--- config.mk ---
export PLATFORM = sky130hd
export DESIGN_NAME = lapdfd_tap_scheduler
export DESIGN_NICKNAME = d
export VERILOG_FILES = /design/src/rtl/lapdfd_tap_scheduler.sv
export SDC_FILE = /design/constraint.sdc
export NUM_CORES = 1
export LEC_CHECK = 0
export CELL_PAD_IN_SITES_DETAIL_PLACEMENT = 1
export CELL_PAD_IN_SITES_GLOBAL_PLACEMENT = 2
export CORE_UTILIZATION = 35
export CTS_CLUSTER_SIZE = 8
export DETAILED_ROUTE_END_ITERATION = 10
export GPL_TIMING_DRIVEN = 0
export MAX_ROUTING_LAYER = met4
export PLACE_DENSITY_LB_ADDON = 0.1
export SLEW_MARGIN = 20
export SYNTH_ARGS = -nofsm -noshare
export SYNTH_HDL_FRONTEND = slang
export SYNTH_SLANG_ARGS = --single-unit
--- constraint.sdc ---
create_clock -name clock -period 2.4 [get_ports clock]
set_input_delay 0.48 -clock clock [delete_from_list [all_inputs] [get_ports clock]]
set_output_delay 0.48 -clock clock [all_outputs]
set_load 0.01 [all_outputs]
--- src/rtl/lapdfd_tap_scheduler.sv ---
// LaPDFD tap shadow/live bank scheduler: quiet-point swap plus rxValid flush.
// Optional readback port under LAPDFD_TAP_READBACK_EN.
module lapdfd_tap_scheduler #(
  parameter int NUM_TAPS     = 14,
  parameter int TAP_W        = 8,
  parameter int GAP_CYCLES   = 2,
  parameter int FLUSH_CYCLES = 4,
  parameter int MAX_WAIT     = 64
) (
  input  logic             clock,
  input  logic             reset,
  input  logic             io_cfg_valid,
  output logic             io_cfg_ready,
  input  logic [3:0]       io_cfg_addr,
  input  logic [TAP_W-1:0] io_cfg_data,
  input  logic             io_commit_valid,
  output logic             io_commit_ready,
  input  logic             io_ffe_out_valid,
  input  logic             io_lapdfd_rxValid,
  output logic             io_rxValid,
  output logic [TAP_W-1:0] io_taps_0,
  output logic [TAP_W-1:0] io_taps_1,
  output logic [TAP_W-1:0] io_taps_2,
  output logic [TAP_W-1:0] io_taps_3,
  output logic [TAP_W-1:0] io_taps_4,
  output logic [TAP_W-1:0] io_taps_5,
  output logic [TAP_W-1:0] io_taps_6,
  output logic [TAP_W-1:0] io_taps_7,
  output logic [TAP_W-1:0] io_taps_8,
  output logic [TAP_W-1:0] io_taps_9,
  output logic [TAP_W-1:0] io_taps_10,
  output logic [TAP_W-1:0] io_taps_11,
  output logic [TAP_W-1:0] io_taps_12,
  output logic [TAP_W-1:0] io_taps_13,
`ifdef LAPDFD_TAP_READBACK_EN
  input  logic [3:0]       io_rd_addr,
  input  logic             io_rd_bank,
  output logic [TAP_W-1:0] io_rd_data,
`endif
  output logic             io_busy,
  output logic             io_commit_done,
  output logic             io_forced,
  output logic             io_cfg_err
);

  localparam int GW = $clog2(GAP_CYCLES + 1);
  localparam int WW = $clog2(MAX_WAIT + 1);
  localparam int FW = $clog2(FLUSH_CYCLES + 1);

  localparam logic [GW-1:0] GAP_LAST  = GW'(GAP_CYCLES - 1);
  localparam logic [GW-1:0] GAP_MAX   = GW'(GAP_CYCLES);
  localparam logic [WW-1:0] WAIT_LAST = WW'(MAX_WAIT - 1);
  localparam logic [WW-1:0] WAIT_MAX  = WW'(MAX_WAIT);
  localparam logic [FW-1:0] FL_LAST   = FW'(FLUSH_CYCLES - 1);

  typedef enum logic [1:0] {
    S_IDLE,
    S_ARMED,
    S_SWAP,
    S_FLUSH
  } state_t;

  state_t           r_state;
  logic             r_idle;
  logic             r_busy;
  logic             r_done;
  logic             r_forced;
  logic             r_err;
  logic [GW-1:0]    r_gap;
  logic [WW-1:0]    r_wait;
  logic [FW-1:0]    r_flush;
  logic [TAP_W-1:0] r_shadow [NUM_TAPS];
  logic [TAP_W-1:0] r_live   [NUM_TAPS];

  logic w_wr;
  logic w_cm;
  logic w_addr_ok;
  logic w_gap_hit;
  logic w_blank;

  assign w_wr      = io_cfg_valid & r_idle;
  assign w_cm      = io_commit_valid & r_idle;
  assign w_addr_ok = (io_cfg_addr < 4'(NUM_TAPS));
  assign w_gap_hit = ~io_ffe_out_valid
                   & (r_gap == GAP_LAST);

  always_ff @(posedge clock or negedge reset) begin
    if (!reset) begin
      r_state  <= S_IDLE;
      r_idle   <= 1'b1;
      r_busy   <= 1'b0;
      r_done   <= 1'b0;
      r_forced <= 1'b0;
      r_err    <= 1'b0;
      r_gap    <= '0;
      r_wait   <= '0;
      r_flush  <= '0;
      for (int i = 0; i < NUM_TAPS; i++) begin
        r_shadow[i] <= '0;
        r_live[i]   <= '0;
      end
    end else begin
      case (r_state)
        S_IDLE: begin
          r_done <= 1'b0;
          if (w_wr) begin
            if (w_addr_ok)
              r_shadow[io_cfg_addr] <= io_cfg_data;
            else
              r_err <= 1'b1;
          end
          // a same-cycle commit picks up the write above
          if (w_cm) begin
            r_state  <= S_ARMED;
            r_idle   <= 1'b0;
            r_busy   <= 1'b1;
            r_forced <= 1'b0;
            r_err    <= 1'b0;
            r_gap    <= '0;
            r_wait   <= '0;
          end
        end
        S_ARMED: begin
          if (r_wait != WAIT_MAX)
            r_wait <= r_wait + 1'b1;
          if (io_ffe_out_valid)
            r_gap <= '0;
          else if (r_gap != GAP_MAX)
            r_gap <= r_gap + 1'b1;
          if (w_gap_hit) begin
            r_state <= S_SWAP;
          end else if (r_wait >= WAIT_LAST) begin
            r_state  <= S_SWAP;
            r_forced <= 1'b1;
          end
        end
        S_SWAP: begin
          for (int i = 0; i < NUM_TAPS; i++)
            r_live[i] <= r_shadow[i];
          r_state <= S_FLUSH;
          r_flush <= '0;
          r_done  <= (FLUSH_CYCLES == 1);
        end
        S_FLUSH: begin
          if (r_flush == FL_LAST) begin
            r_state <= S_IDLE;
            r_idle  <= 1'b1;
            r_busy  <= 1'b0;
            r_done  <= 1'b0;
          end else begin
            r_flush <= r_flush + 1'b1;
            r_done  <= ((r_flush + 1'b1) == FL_LAST);
          end
        end
        default: begin
          r_state <= S_IDLE;
          r_idle  <= 1'b1;
          r_busy  <= 1'b0;
          r_done  <= 1'b0;
        end
      endcase
    end
  end

  assign w_blank = (r_state == S_SWAP)
                 | (r_state == S_FLUSH);

  assign io_rxValid      = io_lapdfd_rxValid & ~w_blank;
  assign io_cfg_ready    = r_idle;
  assign io_commit_ready = r_idle;
  assign io_busy         = r_busy;
  assign io_commit_done  = r_done;
  assign io_forced       = r_forced;
  assign io_cfg_err      = r_err;

  assign io_taps_0  = r_live[0];
  assign io_taps_1  = r_live[1];
  assign io_taps_2  = r_live[2];
  assign io_taps_3  = r_live[3];
  assign io_taps_4  = r_live[4];
  assign io_taps_5  = r_live[5];
  assign io_taps_6  = r_live[6];
  assign io_taps_7  = r_live[7];
  assign io_taps_8  = r_live[8];
  assign io_taps_9  = r_live[9];
  assign io_taps_10 = r_live[10];
  assign io_taps_11 = r_live[11];
  assign io_taps_12 = r_live[12];
  assign io_taps_13 = r_live[13];

`ifdef LAPDFD_TAP_READBACK_EN
  logic w_rd_ok;
  assign w_rd_ok = (io_rd_addr < 4'(NUM_TAPS));

  always_comb begin
    io_rd_data = '0;
    if (w_rd_ok) begin
      if (io_rd_bank)
        io_rd_data = r_shadow[io_rd_addr];
      else
        io_rd_data = r_live[io_rd_addr];
    end
  end
`endif

endmodule
==> out/qor_table.md <==
| Result | This run | Unit |
|---|---|---|
| Number of buffers created by CTS | 36 | - |
| CTS HTree Levels | 2 | - |
| Yosys warns | 0 | - |
| Number of failing hold endpoints at the final stage | 0 | - |
| Count of standard-cell rows | 60 | - |
| CTS tree | built | - |
| Overall die height | 167.7 | microns |
| Estimated wirelength of the detail-placed design | 15700 | microns |
| Starting utilization of the core area | 35.67 | % |
| Critical Path Sink Type | flop | - |
| Cell chain of the critical path | inv_2 > ha_4 > inv_2 > or4_1 > buf_6 > or3_1 > buf_6 > mux2_4 | - |
| Non-filler cells in the finished layout | 1157 | - |
| Maximum resistive drop on vdd | 511.9 | uV |
| Sequential element share of the synthesized area | 63.26 | % |
| Port-buffer cells | 136 | - |
| Layout-stage area growth over the synthesis result | 31.48 | % |
| Cell taking the most area after synthesis | sky130_fd_sc_hd__dfrtp_1 | - |
| Most instantiated cells after synthesis | sky130_fd_sc_hd__dfrtp_1 (242), sky130_fd_sc_hd__mux2_2 (209), sky130_fd_sc_hd__clkbuf_1 (28), sky130_fd_sc_hd__nand2_1 (17), sky130_fd_sc_hd__mux2_4 (16) | - |
| Async set-reset flop share out of synthesis | 100.0 | % |
| Required time of the worst setup path | 2.78 | ns |
| Slew of the pin with the lowest slew margin | 0.9855 | ns |
| Post-Syn Nets | 656 | - |
| Max Slew Vio Count | 0 | - |
| Post-synth design cell area | 9614 | sq um |
| Residual antenna-violating net count after detailed routing | 0 | - |
| Min setup slack post-route | 0.02886 | ns |
| Worst setup timing slack at the placement stage | -0.6268 | ns |
| RSZ-0062 raised after global routing | true | - |
| Count leader, synth | sky130_fd_sc_hd__dfrtp_1 | - |
| Weighted congestion at the end of routability-driven global placement | 0.7504 | - |
| Leading post-synthesis cells by cell area | sky130_fd_sc_hd__dfrtp_1 (63%), sky130_fd_sc_hd__mux2_2 (24%), sky130_fd_sc_hd__mux2_4 (2.5%), sky130_fd_sc_hd__ha_1 (1.6%), sky130_fd_sc_hd__clkbuf_1 (1.1%) | - |
| Avg Synthesized Cell Area | 15.36 | sq um |
| Outcome | finished clean | - |
| NumNets Final | 838 | - |
| Std-Cell Core Area | 26950 | sq um |
| Layout cell share with drive strength beyond 1 | 37.55 | % |
| Worst EP arrival | 2.75 | ns |
| Most used flip-flop cell after synthesis | sky130_fd_sc_hd__dfrtp_1 | - |
| Worst Hold Class | input port to asynchronous set/reset pin | - |
| Root Driver | sky130_fd_sc_hd__clkbuf_16 | - |
| Leakage power figure | 5.877 | nW |
| Num ports | 137 | - |
| Number of flops mapped to enable cells by yosys | 0 | - |
| Startpoint types | flop | - |
| Horizontal die dimension | 167.7 | microns |
| Post-route DRC | 0 | - |
| Fraction of synthesized cell area taken by the top area cell type | 62.99 | % |
| Global-route wire length before repair | 38360 | microns |
| CP max stage cell | sky130_fd_sc_hd__or4_1 | - |
| Number of max-cap violations | 0 | - |
| Achievable frequency | 421.7 | MHz |
| Worst stage delay on the critical path | 0.54 | ns |
| Final setup violation count | 0 | - |
| Final Cycle Share | 98.80 | % |
| Gr usage total | 18.32 | % |
| Clock slew seen by the registers of the worst setup and hold paths | 0.05 | ns |
| Hold slack | 0.4656 | ns |
| Total global routing overflow | 0 | - |
| Post-DR wirelength/cell | 20.34 | microns |
| Worst Clk Skew | 0.01517 | ns |
| Pwr Density | 1181 | nW/um^2 |
| Time the worst path needs with I/O delays and setup | 2.371 | ns |
| Drt total wl | 23530 | microns |
| CTS sink count | 243 | - |
| Detailed-router iteration count before antenna repair | 4 | - |
| Number of buffers between clock root and the deepest sink | 3 | - |
| Initial antenna violation count | 1 | - |
| Pin count of the biggest net entering global routing | 105 | - |
| Synthesized netlist cell count | 626 | - |
| CP Class | flop to flop | - |
| Vias in the first global route | 6547 | - |
| Flops & latches, synth | 243 | - |
| Drt first-iter violations | 185 | - |
| Clock network latency to the later pin of the worst-skew pair | 0.50 | ns |
| Placed cell count | 1105 | - |
| Floorplan die area | 28140 | sq um |
| Vias | 5699 | - |
| Relative slew margins | 34.30 | % |
| Number of distinct library cells after synthesis | 40 | - |
| Via count normalized by instance count | 4.926 | - |
| Critical Path Fanout Max | 8 | - |
-- area by class of cell --
cell class / instances / area [sq um]
antenna: 1 / 2.502
buffer: 31 / 171.4
clock buffer: 43 / 969.7
clock inverter: 2 / 23.77
fill: 2640 / 14310
inverter: 15 / 58.81
multi-input combinational: 335 / 3422
sequential: 243 / 6083
tap: 341 / 426.7
timing repair buffer: 146 / 1483
-- state kept, by name (all words and copies together), names as in the netlist, 2 cells and up --
signal and cells:
io_taps_13 8, io_taps_12 8, r_gap 2, io_taps_0 8, io_taps_1 8, io_taps_9 8
io_taps_7 8, r_state 2, io_taps_11 8, io_taps_4 8, r_shadow 112, io_taps_8 8
io_taps_10 8, r_wait 7, io_taps_6 8, io_taps_3 8, io_taps_2 8, io_taps_5 8
r_flush 3
-- power breakdown --
part / internal (mW) / switching, mW
Sequential: 5.31 / 0.673
Combinational: 2.55 / 1.90
Clock: 2.80 / 1.70
Total: 10.7 / 4.28
-- what timing repair did --
action / in CTS / in global routing
buffers inserted: 4 / 3
hold buffers: 1 / 0
endpoints found under the hold margin: 40 / 0
resized for setup: 20 / 11
setup endpoints to repair: 173 / 66
pin swaps: 1 / 0
-- routing by layer --
layer / up-vias / wire length [microns] / global-route usage [%]
met3: 45 / 1280 / 4.562
li1: 2558 / - / -
met4: 0 / 546 / 5.465
met1: 2971 / 10200 / 22.88
met2: 125 / 11500 / 29.38
met5: - / 0 / -
-- per-stage QoR --
step | utilization (%) | instance area (sq um) | setup TNS, ns | total power [mW]
6_report | 46.90 | 12640 | 0 | 14.93
5_1_grt | 46.90 | 12640 | -0.4267 | 15.80
4_1_cts | 46.65 | 12570 | 0 | 15.10
3_5_place_dp | 42.53 | 11460 | -47.27 | 10.30
3_3_place_gp | 42.31 | 11400 | -2245.65 | 10.07
2_1_floorplan | - | 9614 | 0 | 8.423
-- placed cells by master (no fill, tap or decap), types with 2 or more instances in the layout --
cell type                         synthesis  final
sky130_fd_sc_hd__mux2i_1                  4      4
sky130_fd_sc_hd__buf_6                    2      4
sky130_fd_sc_hd__nor2_1                   5      4
sky130_fd_sc_hd__a21oi_1                  7      7
sky130_fd_sc_hd__dfrtp_1                242    241
sky130_fd_sc_hd__nand2_1                 17     17
sky130_fd_sc_hd__inv_2                    1      2
sky130_fd_sc_hd__a22o_1                   3      3
sky130_fd_sc_hd__nor2_4                   0      6
sky130_fd_sc_hd__buf_16                   0      2
sky130_fd_sc_hd__or3_1                    5      4
sky130_fd_sc_hd__and2_1                   2      2
sky130_fd_sc_hd__ha_4                     0      3
sky130_fd_sc_hd__nor3_4                   0      2
sky130_fd_sc_hd__nor2_2                  10      5
sky130_fd_sc_hd__mux2_4                  16     16
sky130_fd_sc_hd__clkdlybuf4s50_1          0    134
sky130_fd_sc_hd__clkbuf_1                28     30
sky130_fd_sc_hd__o21ai_0                 11     11
sky130_fd_sc_hd__inv_1                   14     12
sky130_fd_sc_hd__buf_4                    1      8
sky130_fd_sc_hd__nor3_1                   4      4
sky130_fd_sc_hd__mux2_2                 209    209
sky130_fd_sc_hd__nand3_1                  5      5
sky130_fd_sc_hd__ha_1                    12      9
sky130_fd_sc_hd__or4_1                    4      3
sky130_fd_sc_hd__clkbuf_16                0     39
sky130_fd_sc_hd__nand2b_1                 4      4
-- worst paths after layout --
| kind | start | to | slack [ns] | cells after the start |
|---|---|---|---|---|
| worst max-delay path | r_state[0] | r_shadow[105] | 0.03 | 8 |
| worst min-delay path | reset | r_shadow[27] | 0.47 | 2 |
| worst max register to register | r_state[0] | r_shadow[105] | 0.03 | 8 |
| worst min register to register | io_commit_done | io_commit_done | 0.49 | 2 |
| max in group asynchronous | reset | r_shadow[74] | 1.10 | 3 |
| min in group clock | io_commit_done | io_commit_done | 0.49 | 2 |
-- kinds of logic after synthesis --
group	count (synthesis)	synth area share, %
DFF	243	63.26
muxes	229	27.39
and+or+nand+nor	61	3.436
buffers and inverters	48	2.095
AOI/OAI and AO/OA	33	2.252
adders and majority gates	12	1.562
-- worst max-delay path: cells and delay by family, from the launching register on --
| family | cells | cell delay, ns |
|---|---|---|
| simple gates | 2 | 0.87 |
| mux | 1 | 0.30 |
| buf+inv | 4 | 0.53 |
| fa+ha+maj | 1 | 0.17 |
| flops | 1 | 0.40 |
(Power assumes the default switching activity.)
